===== src/rtl/vga_scanout.sv =====
// vga_scanout: 640x480 VGA timing generator that fetches a 1-bit framebuffer and drives RGB/sync pins.
// Optional macro SCANOUT_TEST_PATTERN_EN adds a test_mode input selecting a 16-pixel checkerboard.

module vga_scanout #(
  parameter int H_ACTIVE = 640,
  parameter int H_FP     = 16,
  parameter int H_SYNC   = 96,
  parameter int H_BP     = 48,
  parameter int V_ACTIVE = 480,
  parameter int V_FP     = 10,
  parameter int V_SYNC   = 2,
  parameter int V_BP     = 33
) (
  input  logic       clk,
  input  logic       reset,
`ifdef SCANOUT_TEST_PATTERN_EN
  input  logic       test_mode,
`endif
  input  logic       rd_data,
  output logic [9:0] rd_x,
  output logic [8:0] rd_y,
  output logic       rd_en,
  output logic [7:0] VGA_R,
  output logic [7:0] VGA_G,
  output logic [7:0] VGA_B,
  output logic       VGA_HS,
  output logic       VGA_VS,
  output logic       VGA_BLANK_N,
  output logic       VGA_SYNC_N,
  output logic       VGA_CLK,
  output logic       frame_start
);

  localparam int H_TOTAL = H_ACTIVE + H_FP + H_SYNC + H_BP;
  localparam int V_TOTAL = V_ACTIVE + V_FP + V_SYNC + V_BP;

  localparam logic [9:0] H_LAST     = 10'(H_TOTAL - 1);
  localparam logic [9:0] V_LAST     = 10'(V_TOTAL - 1);
  localparam logic [9:0] H_VIS_END  = 10'(H_ACTIVE);
  localparam logic [9:0] V_VIS_END  = 10'(V_ACTIVE);
  localparam logic [9:0] H_SYNC_BEG = 10'(H_ACTIVE + H_FP);
  localparam logic [9:0] H_SYNC_END = 10'(H_ACTIVE + H_FP + H_SYNC);
  localparam logic [9:0] V_SYNC_BEG = 10'(V_ACTIVE + V_FP);
  localparam logic [9:0] V_SYNC_END = 10'(V_ACTIVE + V_FP + V_SYNC);

  logic       r_pix_en;
  logic       r_pix_d;
  logic [9:0] r_h;
  logic [9:0] r_v;
  logic       r_s1_vis;
  logic       r_s1_hs_n;
  logic       r_s1_vs_n;
  logic [7:0] r_rgb;
  logic       r_hs_n;
  logic       r_vs_n;
  logic       r_blank_n;

  logic       w_visible;
  logic       w_hs_n;
  logic       w_vs_n;
  logic       w_h_last;
  logic       w_v_last;
  logic       w_pixel;
  logic       w_rd_allow;

  assign w_visible = (r_h < H_VIS_END) && (r_v < V_VIS_END);
  assign w_hs_n    = !((r_h >= H_SYNC_BEG) && (r_h < H_SYNC_END));
  assign w_vs_n    = !((r_v >= V_SYNC_BEG) && (r_v < V_SYNC_END));
  assign w_h_last  = (r_h == H_LAST);
  assign w_v_last  = (r_v == V_LAST);

`ifdef SCANOUT_TEST_PATTERN_EN
  logic r_s1_tmode;
  logic r_s1_tp;

  // Test-mode select and checkerboard bit travel with the stage-1 timing flags.
  always_ff @(posedge clk) begin
    if (reset) begin
      r_s1_tmode <= 1'b0;
      r_s1_tp    <= 1'b0;
    end else if (r_pix_en) begin
      r_s1_tmode <= test_mode;
      r_s1_tp    <= r_h[4] ^ r_v[4];
    end
  end

  assign w_rd_allow = !test_mode;
  assign w_pixel    = r_s1_tmode ? r_s1_tp : rd_data;
`else
  assign w_rd_allow = 1'b1;
  assign w_pixel    = rd_data;
`endif

  always_ff @(posedge clk) begin
    if (reset) begin
      r_pix_en  <= 1'b0;
      r_pix_d   <= 1'b0;
      r_h       <= 10'd0;
      r_v       <= 10'd0;
      r_s1_vis  <= 1'b0;
      r_s1_hs_n <= 1'b1;
      r_s1_vs_n <= 1'b1;
      r_rgb     <= 8'h00;
      r_hs_n    <= 1'b1;
      r_vs_n    <= 1'b1;
      r_blank_n <= 1'b0;
    end else begin
      r_pix_en <= ~r_pix_en;
      r_pix_d  <= r_pix_en;
      if (r_pix_en) begin
        if (w_h_last) begin
          r_h <= 10'd0;
          r_v <= w_v_last ? 10'd0 : r_v + 10'd1;
        end else begin
          r_h <= r_h + 10'd1;
        end
        r_s1_vis  <= w_visible;
        r_s1_hs_n <= w_hs_n;
        r_s1_vs_n <= w_vs_n;
      end
      // rd_data for the stage-1 pixel is valid now; update pins once per pixel.
      if (r_pix_d) begin
        r_rgb     <= (r_s1_vis && w_pixel) ? 8'hFF : 8'h00;
        r_hs_n    <= r_s1_hs_n;
        r_vs_n    <= r_s1_vs_n;
        r_blank_n <= r_s1_vis;
      end
    end
  end

  assign rd_x        = r_h;
  assign rd_y        = r_v[8:0];
  assign rd_en       = r_pix_en && w_visible && w_rd_allow;
  assign frame_start = r_pix_en && (r_h == 10'd0) && (r_v == 10'd0);

  assign VGA_R       = r_rgb;
  assign VGA_G       = r_rgb;
  assign VGA_B       = r_rgb;
  assign VGA_HS      = r_hs_n;
  assign VGA_VS      = r_vs_n;
  assign VGA_BLANK_N = r_blank_n;
  assign VGA_SYNC_N  = 1'b0;
  // Pins change when r_pix_d falls, so its rising edge lands mid-way through each pixel.
  assign VGA_CLK     = r_pix_d;

endmodule

===== config.mk =====
export PLATFORM = sky130hd
export DESIGN_NAME = vga_scanout
export DESIGN_NICKNAME = d
export VERILOG_FILES = /design/src/rtl/vga_scanout.sv
export SDC_FILE = /design/constraint.sdc
export NUM_CORES = 1
export LEC_CHECK = 0
export ABC_AREA = 1
export BUFFER_PORTS_ARGS = -buffer_cell sky130_fd_sc_hd__clkbuf_2
export CAP_MARGIN = 20
export CORE_MARGIN = 5
export CORE_UTILIZATION = 50
export CTS_BUF_LIST = sky130_fd_sc_hd__clkbuf_4 sky130_fd_sc_hd__clkbuf_8
export DETAILED_ROUTE_END_ITERATION = 8
export PLACE_DENSITY = 0.78
export SLEW_MARGIN = 30
export SYNTH_ARGS = -nofsm -noshare
export SYNTH_HDL_FRONTEND = slang
export SYNTH_SLANG_ARGS = --single-unit

===== constraint.sdc =====
create_clock -name clk -period 4.2 [get_ports clk]
set_input_delay 1.26 -clock clk [delete_from_list [all_inputs] [get_ports clk]]
set_output_delay 1.26 -clock clk [all_outputs]
set_load 0.02 [all_outputs]

Word level (Yosys, flattened, before mapping)
Cells that the tools add are included.
{"block": "word_totals", "register_bits": 36, "inputBits": 3, "output_inout_bits": 50, "wordCells": 37}
{"block": "classes", "addsub": 2, "n_lt_le_gt_ge": 6, "n_eq_ne": 2, "n_mux": 3, "bitwise_logic": 1, "n_reduce_logical": 12}
{"op": "adder 10 x 1 -> 10 bit, second input constant", "count": 2}
{"op": "== test 10 bit, second input constant", "count": 2}
{"op": "zero test 10 bit", "count": 2}
{"op": "< comparator 10 bit, second input constant", "count": 2}
{"op": "< comparator 10 x 9 -> 1 bit, second input constant", "count": 2}
{"op": "two-way mux 10 bit", "count": 2}
{"op": "greater-or-equal comparator 10 bit, second input constant", "count": 1}
{"op": "greater-or-equal comparator 10 x 9 -> 1 bit, second input constant", "count": 1}
{"op": "two-way mux 8 bit", "count": 1}
{"op": "logical AND 1 bit", "count": 7}
{"op": "zero test 1 bit", "count": 2}
{"op": "AND reduction 2 bit", "count": 1}
{"op": "inverter 1 bit", "count": 1}

Logic depth before layout (Yosys ltp)
{"block": "logic_depth", "depth_word": 3, "mapped_depth": 9, "depth_no_buf": 9}

Worst setup path after synthesis
Ideal clock, no wire load.
{"block": "synth_timing", "kind": "register to output", "from": "register r_v[4]", "to": "output frame_start", "arrival_time_ps": 1524, "required_time_ps": 2940, "setup_slack_ps": 1416, "stages_incl_launch_ff": 6, "path_buffers": 1, "path_cell_list": "dfxtp_1 clkbuf_2 or2_1 nor2_1 inv_1 nor4_1"}
{"block": "synth_between", "elab_chain_len": 2}
{"item": "start: declaration", "line_no": "49", "text": "logic [9:0] r_v;"}
{"item": "start signal: assignment", "line_no": "113", "text": "r_v <= w_v_last ? 10'd0 : r_v + 10'd1;"}
{"item": "zero test 10 bit", "line_no": "134", "text": "assign frame_start = r_pix_en && (r_h == 10'd0) && (r_v == 10'd0);"}
{"item": "logical AND 1 bit", "line_no": "134"}
{"item": "end: declaration", "line_no": "31", "text": "output logic frame_start"}
No other way between the ends.

Worst setup path in the final report
Same ends and word-level chain as after synthesis.

==> flow_metrics.tcl <==
set metrics [dict create \
    syn_to_final_growth_pct 8.01 \
    clk-insertion-delay-late_ns 0.34 \
    worst_setup_path_start_kind "flop" \
    finalWeightedCongestion 0.891 \
    coreArea_um2 3390 \
    area.sequential_um2 581 \
    ctsRootBufferMaster "sky130_fd_sc_hd__clkbuf_4" \
    post_synthesis_register_bit_count 29 \
    final.setup_skew_ns 0.0132 \
    netlist_instances 262 \
    worstReg2RegStart "rd_x[0]$_SDFFE_PP0P_" \
    grtUsageTotal_pct 16.3 \
    cts_hold_buf 0 \
    drt-initial-drc-count 86 \
    detail_route.wirelength_mm 3.77 \
    max_clock_freq_mhz 332 \
    dpl.cell_count 322 \
    die-area_um2 4860 \
    cts_tree "yes" \
    wirelength_per_cell_um 11.4 \
    clock_tree.htree_level_count 2 \
    cp_slowest_cell "sky130_fd_sc_hd__dfxtp_1" \
    final_hold_viol_count 0 \
    maxSlewViolCount 0 \
    final-setup-viol-count 0 \
    cp-end-kind "primary output" \
    dr_total_vias 1582 \
    timing.hold.worst.start "VGA_BLANK_N$_SDFFE_PP0P_" \
    finished_cell_area_um2 1920 \
    multi_input_combinational_cell_area_um2 793 \
    post-place-ws_ns 1.58 \
    clk_transition_reported_paths_ns 0.10 \
    synth_seq_area_share_pct 32.6 \
    critical-path-top-delay-family "simple AND/OR/NAND/NOR gates" \
    layout.cells.most_common "sky130_fd_sc_hd__nand2_1" \
    ir_worst_vdd_mv 0.224 \
    synth_enable_flop_cells 0 \
    whs_endpoint "VGA_BLANK_N$_SDFFE_PP0P_" \
    status "finished clean" \
    portBuffers 51 \
    grt_start_max_net_pins 26 \
    post_synthesis_instance_area_um2 1780 \
    globalRoute.totalOverflow 0 \
    drive_gt1_share_pct 24.3 \
    layout_worst_path_cycle_share_pct 71.8 \
    ys_warn_count 0 \
    cts_setup_buffers 0 \
    floorplan.io_pins 53 \
    synth_top_flop_cell "sky130_fd_sc_hd__dfxtp_1" \
    setup_ws_ns 1.19 \
    fillers 318 \
    cp_max_stage_delay_ns 0.40 \
    critical_path_buf_inv_count 2 \
    criticalPathCategory "flop to primary output" \
    tritoncts.num_buffers 5 \
    critPathRequiredTime_ns 2.94 \
    row_count 21 \
    worst_r2r_endpoint "rd_x[5]$_SDFFE_PP0P_" \
    place_hpwl_mm 2.87 \
    synthesis.nets 269 \
    placement.cell_area_um2 1820 \
    worst-slew-pin-transition_ns 0.625 \
    regToRegSetupSlack_ns 2.40 \
    number_of_global_route_vias_before_repair 1439 \
    max-clock-path-buffers 2 \
    clk_sinks 29 \
    ys_types 31 \
    critPathMaxFanout 9 \
    period_needed_ns 3.01 \
    drt-pass1-iter-count 6 \
    hold_path_depth 2 \
    p_leak_nw 0.942 \
    setup_repair_after_global_routing_missed_its_margin "false" \
    min-delay-path-class "flop to flop" \
    number_of_nets_in_the_layout 290 \
    commonest_cells_after_routing_fill_and_taps_aside "sky130_fd_sc_hd__nand2_1, sky130_fd_sc_hd__clkbuf_2, sky130_fd_sc_hd__nor2_1, sky130_fd_sc_hd__inv_1, sky130_fd_sc_hd__dfxtp_1" \
    hold_slack_ns 0.475 \
    ant_nets 0 \
    timing.setup.tns_ns 0 \
    diodes 0 \
    relSlewSlack_pct 58.3 \
    crit_chain "or2_1 > nor2_1 > inv_1 > nor4_1 > clkbuf_2" \
    power.density_cell_area_nw_per_um2 321 \
    viasPerCell 4.79 \
    finalNonFillerCells 330 \
    initial_cell_density_of_the_core_pct 52.6 \
    arrival_ns 1.75 \
    synth_area_per_cell_um2 6.80 \
    timing.reg2reg.worst_path_depth 8 \
    cts.repair.resized 0 \
    global_route_wire_length_before_repair_mm 6.41 \
    die_height_um 69.7 \
    number_of_antenna_violations_at_the_first_check_in_global_routing 0 \
    dieWidth_um 69.7 \
    maxCapViolCount 0 \
    ys_async_sr_fraction_pct 0 \
    drt_drc_violations_left 0 \
]
## through the flow
stage,total power [W],util (%)
3_3_place_gp,0.000335,53.7
5_1_grt,0.000642,56.8
4_1_cts,0.000622,56.8
2_1_floorplan,0.000326,-
6_report,0.000617,56.8
3_5_place_dp,0.000336,53.7
## flip-flops by register name (all words and copies together) (netlist names)
signal,cells
r_pix_en,1
VGA_HS,1
VGA_CLK,1
rd_x,10
VGA_B,1
VGA_VS,1
r_v,10
r_s1_hs_n,1
r_s1_vis,1
r_s1_vs_n,1
VGA_BLANK_N,1
## cell usage after synthesis (all sizes together) (2+ instances only)
cell type	number	area share [%]
nand3	19	5.9
inv	36	7.6
clkbuf	2	0.49
nor2	42	9.6
a21oi	5	1.4
nand3b	2	0.84
dfxtp	29	33
nand2	56	12
ha	4	2.8
buf	35	15
o21ai	10	3.4
nand4	10	3.5
xor2	3	1.5
## worst reg2reg max path, delay by kind of cell (launching register included)
family / cells / cell delay (ns)
buffers and inverters: 1 / 0.12
flip-flops: 1 / 0.40
adder cells (fa/ha/maj): 1 / 0.21
AND/OR/NAND/NOR: 6 / 0.94
## logic make-up (layout without fill, tap and decap cells)
family / after synthesis / after routing / synth area share (%)
AO/OA/AOI/OAI: 19 / 19 / 6.81
adder cells (fa/ha/maj): 4 / 4 / 2.81
XOR/XNOR: 4 / 4 / 1.97
buffers and inverters: 73 / 95 / 22.9
other: 1 / 1 / 0.210
flip-flops: 29 / 29 / 32.6
AND/OR/NAND/NOR: 132 / 132 / 32.7
## routing by layer
layer	up-vias	part of all wire (%)	global-route usage [%]	wire, µm
li1	831	-	-	-
met1	678	42	19.9	1590
met2	64	46	25.5	1740
met3	9	9.4	5.51	353
met4	0	2.2	8.09	83
met5	-	0	0	0
## worst max path at each step
stage	slack (ns)	cells after the start	start	endpoint
floorplan	1.42	5	r_v[4]$_SDFFE_PP0P_	frame_start
global placement	1.60	5	r_v[4]$_SDFFE_PP0P_	frame_start
detailed placement	1.58	5	r_v[4]$_SDFFE_PP0P_	frame_start
CTS	1.19	5	r_pix_en$_SDFF_PP0_	frame_start
global route	1.01	5	r_pix_en$_SDFF_PP0_	frame_start
finish	1.19	5	r_v[4]$_SDFFE_PP0P_	frame_start
## power breakdown
part / switching, W / leakage [nW] / internal, W
Combinational: 0.0000299 / 0.652 / 0.0000126
Sequential: 0.00000622 / 0.235 / 0.000280
Clock: 0.000104 / 0.0552 / 0.000184
## layout make-up
| cell class | count | area share [%] |
|---|---|---|
| clock buffer | 5 | 1.95 |
| multi-input combinational | 160 | 41.2 |
| clock inverter | 3 | 3.38 |
| tap | 46 | 2.99 |
| timing repair buffer | 51 | 13.3 |
| sequential | 29 | 30.2 |
| inverter | 36 | 7.02 |
Note: power is estimated with default switching activity, not from simulation.
